### config.mk
export PLATFORM = sky130hd
export DESIGN_NAME = muldiv_unit
export DESIGN_NICKNAME = d
export VERILOG_FILES = /design/src/rtl/muldiv_unit.sv
export SDC_FILE = /design/constraint.sdc
export NUM_CORES = 1
export LEC_CHECK = 0
export BUFFER_PORTS_ARGS = -buffer_cell sky130_fd_sc_hd__buf_2
export CORE_MARGIN = 2
export CORE_UTILIZATION = 33
export CTS_CLUSTER_SIZE = 40
export DETAILED_ROUTE_END_ITERATION = 7
export PLACE_DENSITY = 0.5
export SYNTH_ARGS = -nofsm -noshare
export SYNTH_HDL_FRONTEND = slang
export SYNTH_SLANG_ARGS = --single-unit
### constraint.sdc
create_clock -name clk -period 4.29 [get_ports clk]
set_input_delay 0.6435 -clock clk [delete_from_list [all_inputs] [get_ports clk]]
set_output_delay 0.6435 -clock clk [all_outputs]
set_load 0.05 [all_outputs]
### src/rtl/muldiv_unit.sv
// muldiv_unit: iterative HI/LO multiply/divide unit (MULTU/MULT/DIVU/DIV,
// MTHI/MTLO). One bit per cycle; busy stalls the pipeline while in flight.
// Compile-time option: define MULDIV_SIGNED_EN to give MULT/DIV
// two's-complement semantics; without it they behave as MULTU/DIVU.
// Timeline from the start edge: one setup cycle (operand magnitudes),
// WIDTH iteration cycles, one fix-up cycle, then done for one cycle.
module muldiv_unit #(
  parameter int WIDTH = 32
) (
  input  logic             clk,
  input  logic             rst,
  input  logic             start,
  input  logic [2:0]       op,
  input  logic [WIDTH-1:0] src_a,
  input  logic [WIDTH-1:0] src_b,
  input  logic             flush,
  output logic             busy,
  output logic             done,
  output logic [WIDTH-1:0] hi,
  output logic [WIDTH-1:0] lo
);

  localparam int CW = $clog2(WIDTH + 1);

  typedef enum logic [1:0] {S_IDLE, S_CALC, S_FIX} state_t;

  state_t             state, state_nxt;
  logic [CW-1:0]      cnt;
  logic               is_div;
  logic [WIDTH-1:0]   a_q, b_q;
  logic [WIDTH-1:0]   opnd;
  logic [2*WIDTH-1:0] acc;

  logic               accept, arith_go, fix_wr, div_zero;
  logic [WIDTH-1:0]   a_mag, b_mag;
  logic [2*WIDTH-1:0] prod_res;
  logic [WIDTH-1:0]   quo_res, rem_res;
  logic [WIDTH:0]     mul_sum, div_sh, div_diff;
  logic [2*WIDTH-1:0] mul_next, div_next;
  logic [WIDTH-1:0]   res_hi, res_lo;

  // Flush beats start in IDLE; ops 110/111 fall through as no-ops.
  assign accept   = (state == S_IDLE) && start && !flush;
  assign arith_go = accept && !op[2];
  assign fix_wr   = (state == S_FIX) && !flush;
  assign busy     = (state != S_IDLE);
  assign div_zero = (b_q == '0);

`ifdef MULDIV_SIGNED_EN
  logic sgn_q;
  logic a_neg, b_neg;
  assign a_neg    = sgn_q & a_q[WIDTH-1];
  assign b_neg    = sgn_q & b_q[WIDTH-1];
  assign a_mag    = a_neg ? -a_q : a_q;
  assign b_mag    = b_neg ? -b_q : b_q;
  // Product and quotient negative when signs differ; remainder follows dividend.
  assign prod_res = (a_neg ^ b_neg) ? -acc : acc;
  assign quo_res  = (a_neg ^ b_neg) ? -acc[WIDTH-1:0] : acc[WIDTH-1:0];
  assign rem_res  = a_neg ? -acc[2*WIDTH-1:WIDTH] : acc[2*WIDTH-1:WIDTH];
`else
  assign a_mag    = a_q;
  assign b_mag    = b_q;
  assign prod_res = acc;
  assign quo_res  = acc[WIDTH-1:0];
  assign rem_res  = acc[2*WIDTH-1:WIDTH];
`endif

  // Shift-add step: acc = {partial product, remaining multiplier bits}.
  assign mul_sum  = {1'b0, acc[2*WIDTH-1:WIDTH]} + {1'b0, (acc[0] ? opnd : '0)};
  assign mul_next = {mul_sum, acc[WIDTH-1:1]};

  // Restoring-divide step: acc = {partial remainder, dividend/quotient bits}.
  assign div_sh   = {acc[2*WIDTH-1:WIDTH], acc[WIDTH-1]};
  assign div_diff = div_sh - {1'b0, opnd};
  assign div_next = div_diff[WIDTH] ? {div_sh[WIDTH-1:0], acc[WIDTH-2:0], 1'b0}
                                    : {div_diff[WIDTH-1:0], acc[WIDTH-2:0], 1'b1};

  assign res_hi = is_div ? (div_zero ? a_q : rem_res) : prod_res[2*WIDTH-1:WIDTH];
  assign res_lo = is_div ? (div_zero ? '1  : quo_res) : prod_res[WIDTH-1:0];

  // State register and iteration counter.
  always_ff @(posedge clk) begin
    // NOTE: sequential state uses non-blocking assignments so every register
    // samples pre-edge values regardless of statement order.
    if (rst) begin
      state <= S_IDLE;
      cnt   <= '0;
    end else begin
      state <= state_nxt;
      if (state == S_CALC) cnt <= cnt + CW'(1);
      else                 cnt <= '0;
    end
  end

  // Next-state logic.
  always_comb begin
    // NOTE: default first so no path through this block leaves state_nxt
    // unassigned, which would otherwise infer a latch.
    state_nxt = state;
    unique case (state)
      S_IDLE: if (arith_go) state_nxt = S_CALC;
      S_CALC: begin
        if (flush)                    state_nxt = S_IDLE;
        else if (cnt == CW'(WIDTH))   state_nxt = S_FIX;
      end
      S_FIX:  state_nxt = S_IDLE;
      default: state_nxt = S_IDLE;
    endcase
  end

  // Operand latch, magnitude setup (cnt==0), then one iteration per cycle.
  always_ff @(posedge clk) begin
    // NOTE: datapath registers carry no reset; they are always loaded before
    // use and are qualified by the reset FSM.
    if (arith_go) begin
      a_q    <= src_a;
      b_q    <= src_b;
      is_div <= op[1];
`ifdef MULDIV_SIGNED_EN
      sgn_q  <= op[0];
`endif
    end else if (state == S_CALC) begin
      if (cnt == '0) begin
        opnd <= is_div ? b_mag : a_mag;
        acc  <= {{WIDTH{1'b0}}, (is_div ? a_mag : b_mag)};
      end else begin
        acc  <= is_div ? div_next : mul_next;
      end
    end
  end

  // Architectural HI/LO: direct moves from IDLE, results on leaving FIX.
  always_ff @(posedge clk) begin
    if (rst) begin
      hi <= '0;
      lo <= '0;
    end else if (fix_wr) begin
      hi <= res_hi;
      lo <= res_lo;
    end else if (accept && op[2] && !op[1]) begin
      if (op[0]) lo <= src_a;
      else       hi <= src_a;
    end
  end

  // Completion pulse for the cycle after the result write.
  always_ff @(posedge clk) begin
    if (rst) done <= 1'b0;
    else     done <= fix_wr;
  end

endmodule

==> impl_metrics.yaml, run 1 <==
clocking:
  tritoncts: "yes"
  cts.clk_slew.worst_paths_ns: 0.06
  clock_sinks: 234
  cts_hold_buf: 0
  cts_max_level: 1
  cts-buffers-inserted: 25
  cts_buffer_depth: 3
  cts-root-buf: "clkbuf_16"
  post_cts_buffers: 0
  cts_resized: 0
  clk_latency_ns: 0.53
sta:
  final-setup-viol-count: 0
  tightest_slew_ns: 0.977
  finalCriticalPeriod_ns: 3.68
  hold_viol: 0
  skew_ns: 0.0117
  rsz0062_at_grt: "no"
  fin_setup_tns_ns: 0
  min_period_over_period_pct: 85.7
  fmax_mhz: 272
  slew-limit-headroom_pct: 34.7
  drv_slew: 0
global_routing:
  grt_pass1_vias: 11387
  grt_max_degree: 68
  grt_pass1_wl_um: 68800
  antenna_found_initial: 2
  gr-total-overflow: 0
  grt_use_total_pct: 19.6
routing:
  dr.pass1.iters: 5
  drt_iter0_drc: 1021
  via_per_inst: 5.51
  final_antenna_net_count: 0
  wl_per_cell_um: 20.7
  vias: 11760
  route.detailed.drc: 0
  wirelength_um: 44200
placed_design:
  gp_congestion: 0.902
  buffer_ports.inserted: 136
  dp_cells: 2090
  dpl-instance-area_mm2: 0.0157
  dp_hpwl_um: 32900
synth:
  synth.cell_area_mm2: 0.0143
  synth_cells: 1428
  synth_top_flop_cell: "edfxtp_1"
  syn-num-nets: 1567
  yosysSeqAreaShare_pct: 43.9
  yosys.area.top_type: "edfxtp_1"
  synth_area_leaders: "edfxtp_1 34%, dfxtp_1 10%, ha_1 5.8%"
  synth_edf_count: 161
  synth_top_area_share_pct: 33.7
  ys_types: 72
  async_flop_share_pct: 0
  yosysWarnings: 0
  ys_seq_elements: 234
  avgSynthCellArea_um2: 10.0
worst_hold_path:
  hold_class: "input port to flop"
layout:
  layout.nets: 1671
  diodes: 0
  layout.cells.non_filler: 2135
  layout-drive-gt1-share_pct: 19.0
  final_area_mm2: 0.0165
  finish.utilization_pct: 38.3
  area.growth.synth_to_final_pct: 14.7
  num-fill-cells: 4383
floorplanning:
  start_util_pct: 33.4
  die_width_um: 212
  die_y_um: 212
  ios: 137
  coreArea_mm2: 0.0430
  num_rows: 76
  dieArea_mm2: 0.0452
outcome:
  status: "complete, no violations"
critical_path:
  critical_path_arrival_ns: 3.97
  max_stage_delay_ns: 0.46
  cp_max_fo: 34
  path_class: "flop to flop"
  critPathCaptureType: "flop"
  slowest_stage: "fa_1"
  path_delay_family: "compound AO/OA/AOI/OAI gates"
  cp_num_buf_inv: 1
  cp.required_ns: 4.58
  crit_chain: "buf_4 > and2_1 > ha_1 > fa_1 > a211oi_1 > o21ai_0 > a211oi_1 > o21ai_0 > a31oi_1 > xnor2_1 > nor2_1 > a2111oi_0"
  start_kind: "flop"
run:
  max_cap_violations: 0
pwr:
  ir_drop_uv: 296
  power.total_uw: 5090
  leakage_uw: 0.00614
  p_per_area_mw_per_mm2: 309
where the power goes:
part           internal [µW]  switching (µW)
Clock                   1160             909
Combinational            192             313
Sequential              2460            46.4
cells by family (layout without fill, tap and decap cells):
group / count (synthesis) / in the layout / synth area share, %
adder cells (fa/ha/maj): 68 / 68 / 6.04
flip-flops: 234 / 234 / 43.9
buffers and inverters: 152 / 274 / 4.16
AO/OA/AOI/OAI: 379 / 379 / 17.9
multiplexers: 99 / 99 / 9.99
XOR/XNOR: 52 / 52 / 3.17
AND/OR/NAND/NOR: 444 / 444 / 14.9
path summary, 6_finish.rpt:
kind	from	end	slack (ns)	cells past startpoint
max reg2reg	acc[0]	acc[45]	0.61	12
min reg2reg	cnt[0]	cnt[0]	0.47	1
max	acc[0]	acc[45]	0.61	12
min	src_b[28]	b_mag[28]	0.29	1
worst register-to-register path: cells and delay by family, from the launching register on:
| kind | cells | cell delay, ns |
|---|---|---|
| AND/OR/NAND/NOR | 2 | 0.22 |
| AO/OA/AOI/OAI | 6 | 1.84 |
| adder cells (fa/ha/maj) | 2 | 0.66 |
| flip-flops | 1 | 0.35 |
| buffers and inverters | 1 | 0.23 |
| XOR/XNOR | 1 | 0.14 |
metal layers:
layer | track usage (%) | vias up | routed length [µm]
met5 | 0 | - | 21
met2 | 29.0 | 395 | 18900
li1 | - | 5594 | -
met3 | 2.67 | 41 | 2900
met4 | 3.62 | 4 | 551
met1 | 30.5 | 5726 | 21800
per-stage QoR:
stage          setup WS, ns  hold slack, ns
2_1_floorplan         0.165           0.430
3_3_place_gp          0.755           0.450
3_5_place_dp          0.688           0.464
4_1_cts               0.673           0.262
5_1_grt               0.276           0.276
6_report              0.614           0.288
flip-flops by register name, summed over array words and instances, names as in the netlist:
name and cells:
acc 64, a_mag 32, b_mag 32, hi 32, lo 32, opnd 32
cnt 6, state 2, done 1, is_div 1
layout make-up:
class                           instances  area, µm²  share of cell area [%]
Clock buffer                           34        711                    4.32
Clock inverter                         11       62.6                   0.380
Inverter                               62        233                    1.41
Multi-Input combinational cell       1042       7500                    45.6
Sequential cell                       234       6300                    38.3
Tap cell                              585        732                    4.45
Timing Repair Buffer                  167        926                    5.63
cell usage after synthesis, types with 4 or more instances:
cell	number
a211oi_1	50
mux2_2	33
and2_1	38
xor2_1	15
nor3_1	56
nand3_1	30
or3_1	5
a21o_1	28
and4_1	7
mux2i_1	34
a31oi_1	19
nand2_1	114
a2111oi_0	5
o21bai_1	7
dfxtp_1	73
clkbuf_1	71
nand2b_1	7
nand4_1	23
inv_1	61
ha_1	66
xnor2_1	37
nor2b_1	7
o21ai_0	64
buf_2	15
a221oi_1	4
mux4_2	32
o2111ai_1	5
nor2_1	126
a311oi_1	39
a21oi_1	90
o21a_1	12
and3_1	5
nor4_1	9
o211ai_1	15
edfxtp_1	161
cells in the final DEF, fill, tap and decap left out, types with 9 or more instances in the layout:
master and instances:
xor2_1 15, xnor2_1 37, and2_1 37, mux4_2 32, nand4_1 23, a21o_1 28
a311oi_1 39, nor2_1 124, edfxtp_1 161, a21oi_1 88, mux2_2 33, buf_2 136
a211oi_1 50, ha_1 66, o21a_1 12, nor3_1 56, nand3_1 30, mux2i_1 34
a31oi_1 19, o211ai_1 15, inv_1 60, o21ai_0 64, nor4_1 9, clkbuf_16 26
buf_4 30, dfxtp_1 73, nand2_1 113
No activity file was read; power rests on OpenSTA's default activity.
==> run 2: changes to the inputs <==
Settings changed: CORE_UTILIZATION 33 to 55, PLACE_DENSITY 0.5 to 0.77, SETUP_SLACK_MARGIN set to 0.5.
==> impl_metrics.yaml, run 2 (synthesized netlist as in run 1, its figures left out) <==
clocking:
  tritoncts: "yes"
  post_cts_buffers: 0
  cts_max_level: 1
  cts.clk_slew.worst_paths_ns: 0.07
  clock_sinks: 234
  cts-root-buf: "clkbuf_16"
  cts-buffers-inserted: 24
  clk_latency_ns: 0.52
  cts_buffer_depth: 3
pwr:
  p_int_uw: 3800
  sequentialPowerShare_pct: 49.7
  ir_drop_uv: 307
  p_sw_uw: 1250
  p_per_area_mw_per_mm2: 314
  leakage_uw: 0.00611
  swShare_pct: 24.7
  clock_power_share_pct: 40.5
  power.share.combinational_pct: 9.9
critical_path:
  path_class: "flop to flop"
  cp_num_buf_inv: 0
  r2r_setup_slack_ns: 0.63
  slowest_stage: "a2111oi_0"
  max_stage_delay_ns: 1.03
  path_delay_family: "compound AO/OA/AOI/OAI gates"
  critical_path_arrival_ns: 3.91
  crit_chain: "ha_1 > and4_1 > o211ai_1 > a21o_1 > a2111oi_0 > o21ai_0 > and3_1 > o2111ai_1 > o211ai_1"
  cp.required_ns: 4.54
  critPathCaptureType: "flop"
  crit_top_cell: "o211ai_1"
  cp_max_fo: 6
  start_kind: "flop"
layout:
  final_area_mm2: 0.0161
  area.growth.synth_to_final_pct: 12.3
  num-fill-cells: 2091
  mostFrequentLayoutCells: "161 x edfxtp_1, 136 x buf_2, 124 x nor2_1"
  layout.cells.non_filler: 1880
  layout-drive-gt1-share_pct: 18.9
  final_common_cell: "edfxtp_1"
  layout.nets: 1664
  largest_reg_flops: 64
  top_register: "acc"
run:
  max_cap_violations: 0
placed_design:
  dp_hpwl_um: 29200
  dp_cells: 1834
  buffer_ports.inserted: 136
  gp_congestion: 0.934
  dpl-instance-area_mm2: 0.0153
sta:
  hold_viol: 0
  final-setup-viol-count: 0
  drv_slew: 0
  skew_ns: 0.0117
  fin_setup_tns_ns: 0
  fmax_mhz: 273
  tightest_slew_ns: 1.24
  rsz0062_at_grt: "no"
  slew-limit-headroom_pct: 15.3
  min_period_over_period_pct: 85.3
  finalCriticalPeriod_ns: 3.66
routing:
  wl_per_cell_um: 21.4
  via_per_inst: 6.47
  dr.pass1.iters: 6
  drt_iter0_drc: 1446
  vias: 12157
  route.detailed.drc: 0
  final_antenna_net_count: 0
  wirelength_um: 40200
global_routing:
  grt_max_degree: 72
  grt_pass1_vias: 11307
  grt_pass1_wl_um: 62600
  grt_use_total_pct: 29.1
  gr-total-overflow: 0
  antenna_found_initial: 2
floorplanning:
  coreArea_mm2: 0.0258
  ios: 137
  start_util_pct: 55.5
  die_y_um: 166
  die_width_um: 166
  dieArea_mm2: 0.0274
  num_rows: 59
outcome:
  status: "complete, no violations"
worst_hold_path:
  hold_class: "input port to flop"
[run 2: cell count changes in the layout (fill, tap and decap cells not counted), moves of 2 or more]
| cell | change |
|---|---|
| buf_4 | -6 |
| clkinv_2 | -3 |
| a211oi_1 | -2 |
| a211oi_2 | +2 |
| diode_2 | +2 |
| inv_4 | +2 |
| inv_6 | +2 |
[run 2: stage by stage]
stage,setup slack [ns],hold slack [ns],total power [µW],utilization [%]
2_1_floorplan,1.11,0.430,2880,-
3_3_place_gp,0.610,0.447,3030,59.3
3_5_place_dp,0.605,0.450,3040,59.3
4_1_cts,0.552,0.295,5040,62.3
5_1_grt,0.514,0.291,5190,62.3
6_report,0.632,0.298,5050,62.3
[run 2: routing by layer]
metal  share of wire [%]  routed length, µm  global-route usage, %  vias to the layer above
li1                    -                  -                      -                     5607
met1                  44              17700                   44.4                     5814
met2                  43              17200                   42.4                      672
met3                  11               4480                   6.69                       64
met4                 1.9                779                   5.80                        0
met5                   0                  0                      0                        -
[run 2: area by class of cell]
cell class	count	area (µm²)	area share [%]
clock inverters	11	70.1	0.435
diodes	2	5.00	0.0311
flip-flops and latches	234	6300	39.1
repair buffers	161	881	5.47
clock buffers	33	697	4.33
inverters	62	233	1.44
well taps	335	419	2.60
multi-input cells	1042	7510	46.6
[run 2: repair_timing]
item / CTS / global route
endpoints found under the setup margin: 0 / 4
hold buffers: 0 / 0
gates resized for setup: 0 / 4
[run 2: power by group through the flow]
| stage | clock, µW | sequential, µW | combinational, µW |
|---|---|---|---|
| global route | 2130 | 2510 | 543 |
| floorplan | 0 | 2560 | 319 |
| CTS | 2050 | 2510 | 491 |
| finish | 2040 | 2510 | 498 |
| global placement | 0 | 2550 | 480 |
| detailed placement | 0 | 2560 | 486 |
[run 2: worst reg2reg max path, delay by kind of cell (launching register included)]
family                     cells  cell delay (ns)
AOI/OAI and AO/OA              6             1.96
adders and majority gates      1             0.44
DFF                            1             0.49
and+or+nand+nor                2             0.52
[run 2: worst paths after layout]
| kind | start | to | cells after the start |
|---|---|---|---|
| max | acc[42] | acc[59] | 9 |
| min | src_b[29] | b_mag[29] | 1 |
| max reg2reg | acc[42] | acc[59] | 9 |
| min reg2reg | cnt[0] | cnt[0] | 1 |
==> run 3: changes to the inputs <==
Settings changed: CORE_MARGIN 2 to unset.
==> impl_metrics.yaml, run 3 (synthesized netlist as in run 1, its figures left out) <==
outcome:
  status: "complete, no violations"
floorplanning:
  start_util_pct: 56.5
  ios: 137
  coreArea_mm2: 0.0254
  num_rows: 58
  die_y_um: 164
  dieArea_mm2: 0.0267
  die_width_um: 164
routing:
  wl_per_cell_um: 21.5
  route.detailed.drc: 0
  via_per_inst: 6.44
  vias: 12115
  dr.pass1.iters: 5
  wirelength_um: 40400
  drt_iter0_drc: 1346
  final_antenna_net_count: 0
clocking:
  cts-buffers-inserted: 25
  clk_latency_ns: 0.52
  tritoncts: "yes"
  clock_sinks: 234
  cts_buffer_depth: 3
  cts_hold_buf: 0
  cts.clk_slew.worst_paths_ns: 0.07
  cts_max_level: 1
  cts-root-buf: "clkbuf_16"
run:
  max_cap_violations: 0
placed_design:
  gp_congestion: 0.920
  place_ws_ns: 0.582
  buffer_ports.inserted: 136
  dp_hpwl_um: 29400
sta:
  drv_slew: 0
  slew-limit-headroom_pct: 27.5
  min_period_over_period_pct: 84.2
  fin_setup_tns_ns: 0
  hold_viol: 0
  rsz0062_at_grt: "no"
  tightest_slew_ns: 1.09
  holdWs_ns: 0.302
  fmax_mhz: 277
  skew_ns: 0.0122
  finalCriticalPeriod_ns: 3.61
  setup_ws_ns: 0.680
  final-setup-viol-count: 0
pwr:
  ir_drop_uv: 331
  p_sw_uw: 1250
  p_per_area_mw_per_mm2: 313
  clock_power_share_pct: 40.4
  sequentialPowerShare_pct: 49.7
  swShare_pct: 24.8
  leakage_uw: 0.00615
  p_int_uw: 3800
  power.share.combinational_pct: 9.9
layout:
  mostFrequentLayoutCells: "161 x edfxtp_1, 136 x buf_2, 124 x nor2_1"
  layout-drive-gt1-share_pct: 19.1
  final_common_cell: "edfxtp_1"
  layout.nets: 1672
  top_register: "acc"
  diodes: 0
  num-fill-cells: 2049
  area.growth.synth_to_final_pct: 12.6
  multi_input_comb_area_mm2: 0.00749
  seqCellArea_mm2: 0.00630
  largest_reg_flops: 64
critical_path:
  start_kind: "flop"
  ff2ff_path_depth: 8
  reg2reg_to: "acc[0]"
  cp_max_fo: 16
  critPathCaptureType: "flop"
  r2r_setup_slack_ns: 0.68
  worstReg2RegStart: "acc[54]"
  path_class: "flop to flop"
  critical_path_arrival_ns: 3.86
  cp.required_ns: 4.54
global_routing:
  grt_max_degree: 118
  grt_pass1_vias: 11090
  grt_use_total_pct: 30.2
  gr-total-overflow: 0
  grt_pass1_wl_um: 62800
  antenna_found_initial: 0
worst_hold_path:
  holdPathEnd: "b_mag[26]"
  holdPathStages: 1
  worstHoldStart: "src_b[26]"
  hold_class: "input port to flop"
==> run 3: stage by stage <==
stage | std cells | power [µW] | util, % | cell area [µm²]
after detailed placement | 1833 | 3050 | 60.5 | 15400
after CTS | 1878 | 5050 | 63.5 | 16100
after global placement | 1833 | 3040 | 60.5 | 15400
final | 1881 | 5050 | 63.6 | 16100
after global routing | 1881 | 5190 | 63.6 | 16100
after floorplan | 1428 | 2880 | - | 14300
==> run 3: power by group through the flow <==
stage | clock (µW) | combinational, µW | sequential, µW
floorplan | 0 | 319 | 2560
global placement | 0 | 485 | 2560
detailed placement | 0 | 487 | 2560
CTS | 2050 | 491 | 2510
global route | 2140 | 541 | 2510
finish | 2040 | 499 | 2510
==> run 3: metal layers <==
metal | vias to the layer above | track usage (%) | part of all wire (%)
met5 | - | 0 | 0
met4 | 0 | 6.27 | 1.7
met3 | 45 | 6.02 | 12
met2 | 696 | 42.4 | 42
met1 | 5758 | 47.6 | 45
li1 | 5616 | - | -
==> run 3: cell type report <==
cell class              instances  share of cell area, %
repair buffers                168                   5.86
clock inverters                16                  0.527
inverters                      62                   1.44
multi-input cells            1042                   46.4
well taps                     330                   2.56
flip-flops and latches        234                   39.0
clock buffers                  29                   4.23
==> run 3: worst max-delay path by stage <==
| stage | startpoint | end | slack (ns) | cells after the start |
|---|---|---|---|---|
| 2_1_floorplan | acc[0] | acc[45] | 1.11 | 12 |
| 3_3_place_gp | acc[0] | acc[62] | 0.72 | 10 |
| 4_1_cts | acc[0] | acc[62] | 0.56 | 10 |
| 3_5_place_dp | acc[0] | acc[62] | 0.58 | 10 |
| 6_report | acc[54] | acc[0] | 0.68 | 8 |
| 5_1_grt | acc[0] | acc[45] | 0.50 | 11 |
==> run 3: worst max-delay path, stage by stage (launching register included) <==
cell,delay (ns)
edfxtp_1,0.54
ha_1,0.46
a21o_1,0.24
o21bai_1,0.23
a221oi_2,0.37
o2111ai_1,0.22
a21oi_2,0.62
nor2_1,0.17
mux4_2,0.49
==> run 3: what timing repair did <==
| action | CTS | global route |
|---|---|---|
| endpoints found under the setup margin | 0 | 4 |
| resized for setup | 0 | 1 |
| buffers inserted | 0 | 3 |
